--- src/rtl/xy_to_angle_iter_if.sv ---
// Handshake bundle for xy_to_angle_iter: X/Y input side and Angle/Mag
// output side, each with valid/ready. master = source/sink, slave = core.
interface xy_to_angle_iter_if #(
    parameter int DSIZE = 16
);
    logic               in_valid;
    logic               in_ready;
    logic [DSIZE-1:0]   X;
    logic [DSIZE-1:0]   Y;
    logic               out_valid;
    logic               out_ready;
    logic [DSIZE-1:0]   Angle;
    logic [DSIZE:0]     Mag;

    modport master (
        output in_valid, X, Y, out_ready,
        input  in_ready, out_valid, Angle, Mag
    );

    modport slave (
        input  in_valid, X, Y, out_ready,
        output in_ready, out_valid, Angle, Mag
    );
endinterface

--- src/rtl/xy_to_angle_iter.sv ---
// Iterative vectoring-mode CORDIC: signed (X,Y) -> unsigned phase + magnitude.
// Ports: clock, rst (sync, active-high), bus (slave: in/out valid-ready, X, Y, Angle, Mag).
module xy_to_angle_iter #(
    parameter int DSIZE = 16,
    parameter int PSIZE = 5,
    parameter int ISIZE = 14
) (
    input  logic              clock,
    input  logic              rst,
    xy_to_angle_iter_if.slave bus
);
    localparam int WW = DSIZE + 2;

    typedef enum logic [1:0] {
        S_IDLE,
        S_ITER,
        S_DONE
    } state_t;

    state_t                 r_state;
    state_t                 w_state_n;
    logic [PSIZE-1:0]       r_cnt;
    logic signed [WW-1:0]   r_x;
    logic signed [WW-1:0]   r_y;
    logic [DSIZE-1:0]       r_z;
    logic                   r_zero;
    logic [DSIZE-1:0]       r_angle;
    logic [DSIZE:0]         r_mag;

    logic signed [WW-1:0]   w_xe;
    logic signed [WW-1:0]   w_ye;
    logic signed [WW-1:0]   w_xs;
    logic signed [WW-1:0]   w_ys;
    logic signed [WW-1:0]   w_x_n;
    logic signed [WW-1:0]   w_y_n;
    logic [DSIZE-1:0]       w_z_n;
    logic [DSIZE-1:0]       w_atan;
    logic                   w_last;

    // atan(2^-i) scaled to a 2^32 full circle
    function automatic logic [31:0] atan_rom(input logic [PSIZE-1:0] idx);
        logic [31:0] v;
        case (int'(idx))
            0:       v = 32'd536870912;
            1:       v = 32'd316933406;
            2:       v = 32'd167458907;
            3:       v = 32'd85004756;
            4:       v = 32'd42667331;
            5:       v = 32'd21354465;
            6:       v = 32'd10679838;
            7:       v = 32'd5340245;
            8:       v = 32'd2670163;
            9:       v = 32'd1335087;
            10:      v = 32'd667544;
            11:      v = 32'd333772;
            12:      v = 32'd166886;
            13:      v = 32'd83443;
            14:      v = 32'd41722;
            15:      v = 32'd20861;
            default: v = 32'd0;
        endcase
        return v;
    endfunction

    // Round-half-up down to DSIZE bits of circle
    function automatic logic [DSIZE-1:0] atan_q(input logic [PSIZE-1:0] idx);
        logic [32:0] t;
        t = {1'b0, atan_rom(idx)};
        if (DSIZE < 32)
            t = (t + (33'd1 << (31 - DSIZE))) >> (32 - DSIZE);
        return t[DSIZE-1:0];
    endfunction

    // Sign-extend first so negating -2^(DSIZE-1) stays exact
    assign w_xe   = {{2{bus.X[DSIZE-1]}}, bus.X};
    assign w_ye   = {{2{bus.Y[DSIZE-1]}}, bus.Y};
    assign w_xs   = r_x >>> r_cnt;
    assign w_ys   = r_y >>> r_cnt;
    assign w_atan = atan_q(r_cnt);
    assign w_last = (r_cnt == PSIZE'(ISIZE - 1));

    always_comb begin
        w_x_n = r_x;
        w_y_n = r_y;
        w_z_n = r_z;
        if (!r_y[WW-1]) begin
            w_x_n = r_x + w_ys;
            w_y_n = r_y - w_xs;
            w_z_n = r_z + w_atan;
        end else begin
            w_x_n = r_x - w_ys;
            w_y_n = r_y + w_xs;
            w_z_n = r_z - w_atan;
        end
    end

    always_comb begin
        w_state_n = r_state;
        case (r_state)
            S_IDLE:  if (bus.in_valid) w_state_n = S_ITER;
            S_ITER:  if (w_last) w_state_n = S_DONE;
            S_DONE:  if (bus.out_ready) w_state_n = S_IDLE;
            default: w_state_n = S_IDLE;
        endcase
    end

    always_ff @(posedge clock) begin
        if (rst) begin
            r_state <= S_IDLE;
            r_cnt   <= '0;
            r_x     <= '0;
            r_y     <= '0;
            r_z     <= '0;
            r_zero  <= 1'b0;
            r_angle <= '0;
            r_mag   <= '0;
        end else begin
            r_state <= w_state_n;
            case (r_state)
                S_IDLE: begin
                    if (bus.in_valid) begin
                        r_cnt  <= '0;
                        r_zero <= (bus.X == '0) && (bus.Y == '0);
                        if (bus.X[DSIZE-1]) begin
                            // Pre-rotate by 180 deg into the right half-plane
                            r_x <= -w_xe;
                            r_y <= -w_ye;
                            r_z <= {1'b1, {(DSIZE-1){1'b0}}};
                        end else begin
                            r_x <= w_xe;
                            r_y <= w_ye;
                            r_z <= '0;
                        end
                    end
                end
                S_ITER: begin
                    r_x   <= w_x_n;
                    r_y   <= w_y_n;
                    r_z   <= w_z_n;
                    r_cnt <= r_cnt + PSIZE'(1);
                    if (w_last) begin
                        // Zero vector has no defined phase; report 0/0
                        r_angle <= r_zero ? '0 : w_z_n;
                        r_mag   <= r_zero ? '0 : w_x_n[DSIZE:0];
                    end
                end
                default: ;
            endcase
        end
    end

    assign bus.in_ready  = (r_state == S_IDLE);
    assign bus.out_valid = (r_state == S_DONE);
    assign bus.Angle     = r_angle;
    assign bus.Mag       = r_mag;
endmodule

--- src/flat_wrapper.sv ---
// flat-port wrapper written by rule: the top's interface ports become plain ports
module xy_to_angle_iter_flat 
#(
    parameter int DSIZE = 16,
    parameter int PSIZE = 5,
    parameter int ISIZE = 14
)
  (clock, rst, bus_in_valid, bus_X, bus_Y, bus_out_ready, bus_in_ready, bus_out_valid, bus_Angle, bus_Mag);
  xy_to_angle_iter_if #(.DSIZE(DSIZE)) bus_i ();
  input  logic clock;
  input  logic rst;
  input wire logic [$bits(bus_i.in_valid)-1:0] bus_in_valid;
  input wire logic [$bits(bus_i.X)-1:0] bus_X;
  input wire logic [$bits(bus_i.Y)-1:0] bus_Y;
  input wire logic [$bits(bus_i.out_ready)-1:0] bus_out_ready;
  output wire logic [$bits(bus_i.in_ready)-1:0] bus_in_ready;
  output wire logic [$bits(bus_i.out_valid)-1:0] bus_out_valid;
  output wire logic [$bits(bus_i.Angle)-1:0] bus_Angle;
  output wire logic [$bits(bus_i.Mag)-1:0] bus_Mag;
  assign bus_i.in_valid = bus_in_valid;
  assign bus_i.X = bus_X;
  assign bus_i.Y = bus_Y;
  assign bus_i.out_ready = bus_out_ready;
  assign bus_in_ready = bus_i.in_ready;
  assign bus_out_valid = bus_i.out_valid;
  assign bus_Angle = bus_i.Angle;
  assign bus_Mag = bus_i.Mag;
  xy_to_angle_iter #(.DSIZE(DSIZE), .PSIZE(PSIZE), .ISIZE(ISIZE)) u_core (.clock(clock), .rst(rst), .bus(bus_i));
endmodule
--- config.mk ---
export PLATFORM = sky130hd
export DESIGN_NAME = xy_to_angle_iter_flat
export DESIGN_NICKNAME = d
export VERILOG_FILES = /design/src/rtl/xy_to_angle_iter_if.sv /design/src/rtl/xy_to_angle_iter.sv /design/src/flat_wrapper.sv
export SDC_FILE = /design/constraint.sdc
export NUM_CORES = 1
export LEC_CHECK = 0
export BUFFER_PORTS_ARGS = -buffer_cell sky130_fd_sc_hd__clkbuf_2
export CORE_UTILIZATION = 40
export CTS_CLUSTER_SIZE = 40
export DETAILED_ROUTE_END_ITERATION = 16
export PLACE_DENSITY = 0.6
export SLEW_MARGIN = 20
export SYNTH_ARGS = -nofsm -noshare
export SYNTH_HDL_FRONTEND = slang
export SYNTH_SLANG_ARGS = --single-unit
--- constraint.sdc ---
create_clock -name clock -period 6.5 [get_ports clock]
set_clock_uncertainty 0.2 [all_clocks]
set_input_delay 0.975 -clock clock [delete_from_list [all_inputs] [get_ports clock]]
set_output_delay 0.975 -clock clock [all_outputs]
set_load 0.005 [all_outputs]
==> results of run 1 <==
## cells in the final DEF, fill, tap and decap left out, types with 6 or more instances in the layout
cell       count
clkbuf_2      69
xor2_1        56
a21oi_1      107
xnor2_1       47
nand3_1       41
o31ai_1       13
mux4_1         8
nor3b_1        6
nor3_1        34
clkbuf_16      9
inv_1         33
a21o_1        11
o22ai_1       14
or4_1          8
dfxtp_1      105
nor2b_1       17
nand2_1      107
nor2_1       161
nand2b_1       9
and3_1        11
nor4_1        10
o41ai_1        7
or2_2         10
ha_1          62
nand4_1       14
mux2_2        19
o21ai_0       58
a22oi_1       23
or3_1         13
a31oi_1       23
o21a_1        14
o211ai_1      12
mux4_2        31
a221oi_1       7
buf_4         31
a211oi_1      30
mux2i_1       33
and2_1        11
a21boi_0       7
## layout make-up
| class | count | share of cell area |
|---|---|---|
| Multi-Input combinational cell | 1112 | 0.6886 |
| Sequential cell | 108 | 0.1872 |
| Timing Repair Buffer | 100 | 0.04997 |
| Tap cell | 335 | 0.03623 |
| Clock buffer | 9 | 0.01947 |
| Inverter | 34 | 0.01103 |
| Clock inverter | 7 | 0.007463 |
## worst max-delay path by stage
stage	startpoint	endpoint	slack (ps)	cells past startpoint
after detailed placement	u_core.r_cnt[1]	u_core.r_x[17]	500	16
final	u_core.r_cnt[1]	u_core.r_x[17]	410	16
after floorplan	u_core.r_cnt[0]	u_core.r_y[16]	1140	23
after CTS	u_core.r_cnt[1]	u_core.r_x[17]	480	16
after global routing	u_core.r_cnt[1]	u_core.r_x[17]	150	16
after global placement	u_core.r_cnt[1]	u_core.r_x[17]	610	16
## stage by stage
step	util	setup WS, ps	total power, mW
finish	0.4439	414.6	5.249
global route	0.4439	147.3	5.699
CTS	0.4439	479.5	5.199
detailed placement	0.4320	496.2	4.558
global placement	0.4320	608.9	4.536
floorplan	-	1139	3.717
## metal layers
| metal | track usage | wire length, um | vias up |
|---|---|---|---|
| met1 | 0.3843 | 16540 | 5007 |
| met4 | 0.06172 | 528 | 0 |
| met3 | 0.02348 | 2053 | 32 |
| met2 | 0.3842 | 14740 | 383 |
| li1 | - | - | 5052 |
| met5 | 0 | 0 | - |
## worst max-delay path: stages, from the launching register on
cell and delay (ps):
dfxtp_2 790, mux4_2 620, mux2i_1 390, o32ai_1 280
a211o_1 390, or3_1 500, or2_2 340, o21ai_0 150
mux2_2 160, o32ai_1 80, ha_1 350, a21o_1 200
o41ai_1 530, o21ai_0 250, a31o_2 320, or3b_1 380
nand4_1 90
## power groups by stage
stage	Clock, mW	Sequential (mW)	Combinational, mW
after floorplan	0	0.905	2.81
after global placement	0	1.04	3.50
after detailed placement	0	1.03	3.53
after CTS	0.622	1.02	3.56
after global routing	0.645	1.04	4.02
final	0.612	1.02	3.61
## cell families after synthesis
kind of cell / after synthesis / share of synthesized area
simple gates: 471 / 0.2107
fa+ha+maj: 65 / 0.07850
buf+inv: 125 / 0.04971
xor+xnor: 103 / 0.08473
mux: 91 / 0.1364
flops: 108 / 0.2031
compound gates: 382 / 0.2368
==> flow_summary.ini, run 1 <==
[run_status]
status = finished, final reports clean

[final_layout]
final_nets = 1466
fillers = 2629
final_cell_area_um2 = 11570
regArea_um2 = 2166
multi_input_area_um2 = 7966
diodes = 0
final_cells = 1705
drive_gt1_frac = 0.1423
area_delta_synth_final_pct = 8.661

[logic_synthesis]
synth_cells = 1345
synth_commonest_cells = nor2_1, dfxtp_1, a21oi_1, nand2_1, ha_1
seq_area_frac_synth = 0.2031
ys_seq_elements = 108
ys_types = 78
yosysTopAreaCellShare = 0.2031
synth-edff-count = 0
async_reset_ff_frac = 0
netlist_area_um2 = 10650
synthTopCellsByArea = dfxtp_1, ha_1, mux4_2
synth.most_common_cell = nor2_1
syn_avg_cell_area_um2 = 7.916
ys_warn_count = 0
synth_ff_type = dfxtp_1
syn-num-nets = 1446
yosys.area.top_type = dfxtp_1

[worst_hold_path]
whs_path_depth = 2
hold-path-endpoint = u_core.r_z[12]
hold_start = u_core.r_z[12]
hp-class = flop to flop

[routing]
finalWirelength_um = 33860
first_pass_iters = 5
drc = 0
drtAntennaViolNets = 0
vias_per_cell = 6.143
post_drt_wl_per_cell_um = 19.86
vias = 10474
initialDrtViolationCount = 1010

[place]
numPortBuffers = 70
gp_congestion = 0.9172
placed_cells = 1689
dpl_cell_area_um2 = 11260
dp_hpwl_um = 24700

[floorplanning]
io_pins = 71
die_height_um = 165.1
std_cell_rows = 59
core-area_um2 = 26060
chipWidth_um = 165.1
start_util = 0.4086
die_area_um2 = 27270

[cts]
hold_buffers = 0
cts.sinks = 108
post-cts-setup-buffers = 0
cts-root-buf = clkbuf_16
clk_path_buf_depth = 2
cts_tree = done
cts-resized-gates = 0
htreeDepth = 3
numCtsBuffers = 9
path_clk_slew_ps = 100
worstSkewPairLatency_ps = 370

[pwr]
irDropWorstVdd_uv = 221.4
power.leakage_nw = 4.582
p_sw_mw = 2.644
swShare = 0.5037
seq_power_share = 0.195
p_per_area_nw_per_um2 = 453.7
combPwrFrac = 0.689
p_clk_frac = 0.117
p_int_mw = 2.605

[timing]
setup_tns_ps = 0
tightest_slew_ps = 913.1
slew_headroom = 0.3904
fin_crit_sh = 0.9362
finalCriticalPeriod_ps = 6085
fmax_mhz = 164.3
hold_violations = 0
slew_viol_final = 0
setup_viol = 0
hold-worst-slack_ps = 279.1
rsz0062_at_grt = false

[global_routing]
grt_pass1_wl_um = 54490
grt_remaining_overflow = 0
grt_pass1_vias = 9616
antenna_found_initial = 0
grt_usage = 0.2546
grt_max_degree = 77

[critical_path]
arrival_ps = 6210
critPathCaptureType = flop
startpoint_type = flop
r2r-end = u_core.r_x[17]
r2r_cells = 16
crit_type = flop to flop
worstPathRequired_ps = 6630
cp_max_fo = 27
r2r_setup_slack_ps = 410
r2r-start = u_core.r_cnt[1]

[flow_run]
drv_cap = 0
Note: power is estimated with default switching activity, not from simulation.
==> run 2, diff against run 1 <==
==> constraint.sdc (replaced) <==
create_clock -name clock -period 5.9 [get_ports clock]
set_clock_uncertainty 0.2 [all_clocks]
set_input_delay 0.885 -clock clock [delete_from_list [all_inputs] [get_ports clock]]
set_output_delay 0.885 -clock clock [all_outputs]
set_load 0.005 [all_outputs]
==> run 2 against run 1 <==
Effect of this change:
- largest cell class unchanged
- clock-buffer cell count stayed put
- worst hold slack got worse by 3.5 ps
- critical path type unchanged
- maximum frequency rose by 9.5%
- clock power increased by 10%
- global-route usage fell by 0.31 points
- register-to-register slack worse by 70 ps
==> flow_summary.ini, run 2 (synthesis results as in run 1) <==
[critical_path]
critPathCaptureType = flop
r2r_setup_slack_ps = 340
r2r-start = u_core.r_cnt[1]
startpoint = u_core.r_cnt[1]
startpoint_type = flop
cp_max_fo = 23
crit_type = flop to flop
r2r_cells = 16
worstPathRequired_ps = 6030
arrival_ps = 5690
r2r-end = u_core.r_x[17]

[final_layout]
area_delta_synth_final_pct = 9.660
fillers = 2616
layout_common_cells = nor2_1, nand2_1, a21oi_1
final_common_cell = nor2_1
diodes = 0
final_nets = 1478
drive_gt1_frac = 0.1505

[cts]
hold_buffers = 0
worstSkewPairLatency_ps = 380
cts-root-buf = clkbuf_16
cts.sinks = 108
clk_path_buf_depth = 2
htreeDepth = 3
cts-resized-gates = 0
post-cts-setup-buffers = 0
path_clk_slew_ps = 100
cts_tree = done
numCtsBuffers = 9

[routing]
finalWirelength_um = 33940
drtAntennaViolNets = 0
vias = 10538
initialDrtViolationCount = 981
post_drt_wl_per_cell_um = 19.77
first_pass_iters = 5
vias_per_cell = 6.137
drc = 0

[timing]
slew_headroom = 0.3891
setup_viol = 0
slew_viol_final = 0
hold_violations = 0
fmax_mhz = 180.0
setup_tns_ps = 0
hold-worst-slack_ps = 275.6
tightest_slew_ps = 916.4
fin_crit_sh = 0.9417
finalCriticalPeriod_ps = 5556
rsz0062_at_grt = false

[global_routing]
grt_max_degree = 82
grt_pass1_vias = 9350
grt_pass1_wl_um = 53250
grt_remaining_overflow = 0
grt_usage = 0.2514
antenna_found_initial = 0

[place]
gp_congestion = 0.8967
dp_hpwl_um = 25100
numPortBuffers = 70

[floorplanning]
std_cell_rows = 59
die_area_um2 = 27270
start_util = 0.4086
chipWidth_um = 165.1
die_height_um = 165.1
io_pins = 71
core-area_um2 = 26060

[run_status]
status = finished, final reports clean

[pwr]
power.leakage_nw = 4.643
irDropWorstVdd_uv = 217.2
p_per_area_nw_per_um2 = 501.7

[worst_hold_path]
hold-path-endpoint = u_core.bus.Mag[2]
hold_start = u_core.bus.Mag[2]
hp-class = flop to flop
whs_path_depth = 2

[flow_run]
drv_cap = 0
run 2: changes by cell type in the layout (fill, tap and decap cells not counted), sizes merged:
cell    delta
buf       +12
clkinv     +1
inv        -1
run 2: area by class of cell:
type	instances	area (um2)	share of cell area
clock buffer	9	225.2	0.01929
inverter	34	127.6	0.01093
clock inverter	7	91.34	0.007823
sequential	108	2171	0.1859
multi-input combinational	1112	7973	0.6829
tap	335	419.2	0.03590
timing repair buffer	112	668.1	0.05723
run 2: worst max path at each step:
stage               depth (start not counted)        endpoint  slack (ps)
floorplan                                  23  u_core.r_y[16]         540
global placement                           16  u_core.r_x[17]         350
detailed placement                         16  u_core.r_x[17]         260
CTS                                        16  u_core.r_x[17]         230
global route                               19  u_core.r_x[17]          60
finish                                     16  u_core.r_x[17]         340
run 2: per-layer routing:
layer | share of wire | global-route usage | up-vias
met1 | 0.48 | 0.3769 | 5006
met5 | 0 | 0 | -
met3 | 0.063 | 0.03022 | 48
met2 | 0.43 | 0.3724 | 400
met4 | 0.021 | 0.07298 | 0
li1 | - | - | 5084
run 2: worst max-delay path, cell delays in order, from the launching register on:
cell	delay (ps)
dfxtp_4	570
mux4_2	590
mux2i_1	320
o32ai_1	260
a211o_1	390
or3_1	400
or2_2	310
a21boi_0	170
o22ai_1	110
ha_1	270
a21o_1	190
a21o_1	190
o41ai_1	490
o21ai_0	250
a31o_2	320
or3b_1	370
nand4_1	80
run 2: through the flow:
step                instance area [um2]  worst slack [ps]    util  std cells  power [mW]
global route                      11670             57.06  0.4480       1717       6.316
finish                            11670             343.7  0.4480       1717       5.858
global placement                  11350             348.8  0.4354       1701       5.063
CTS                               11660             226.3  0.4476       1717       5.791
detailed placement                11350             257.1  0.4354       1701       5.082
floorplan                         10650             538.7       -       1345       4.095
run 2: power by group:
group / total, mW / switching [mW] / internal [mW]
sequential: 1.13 / 0.264 / 0.862
combinational: 4.06 / 2.32 / 1.74
clock: 0.674 / 0.365 / 0.309
total: 5.86 / 2.95 / 2.91
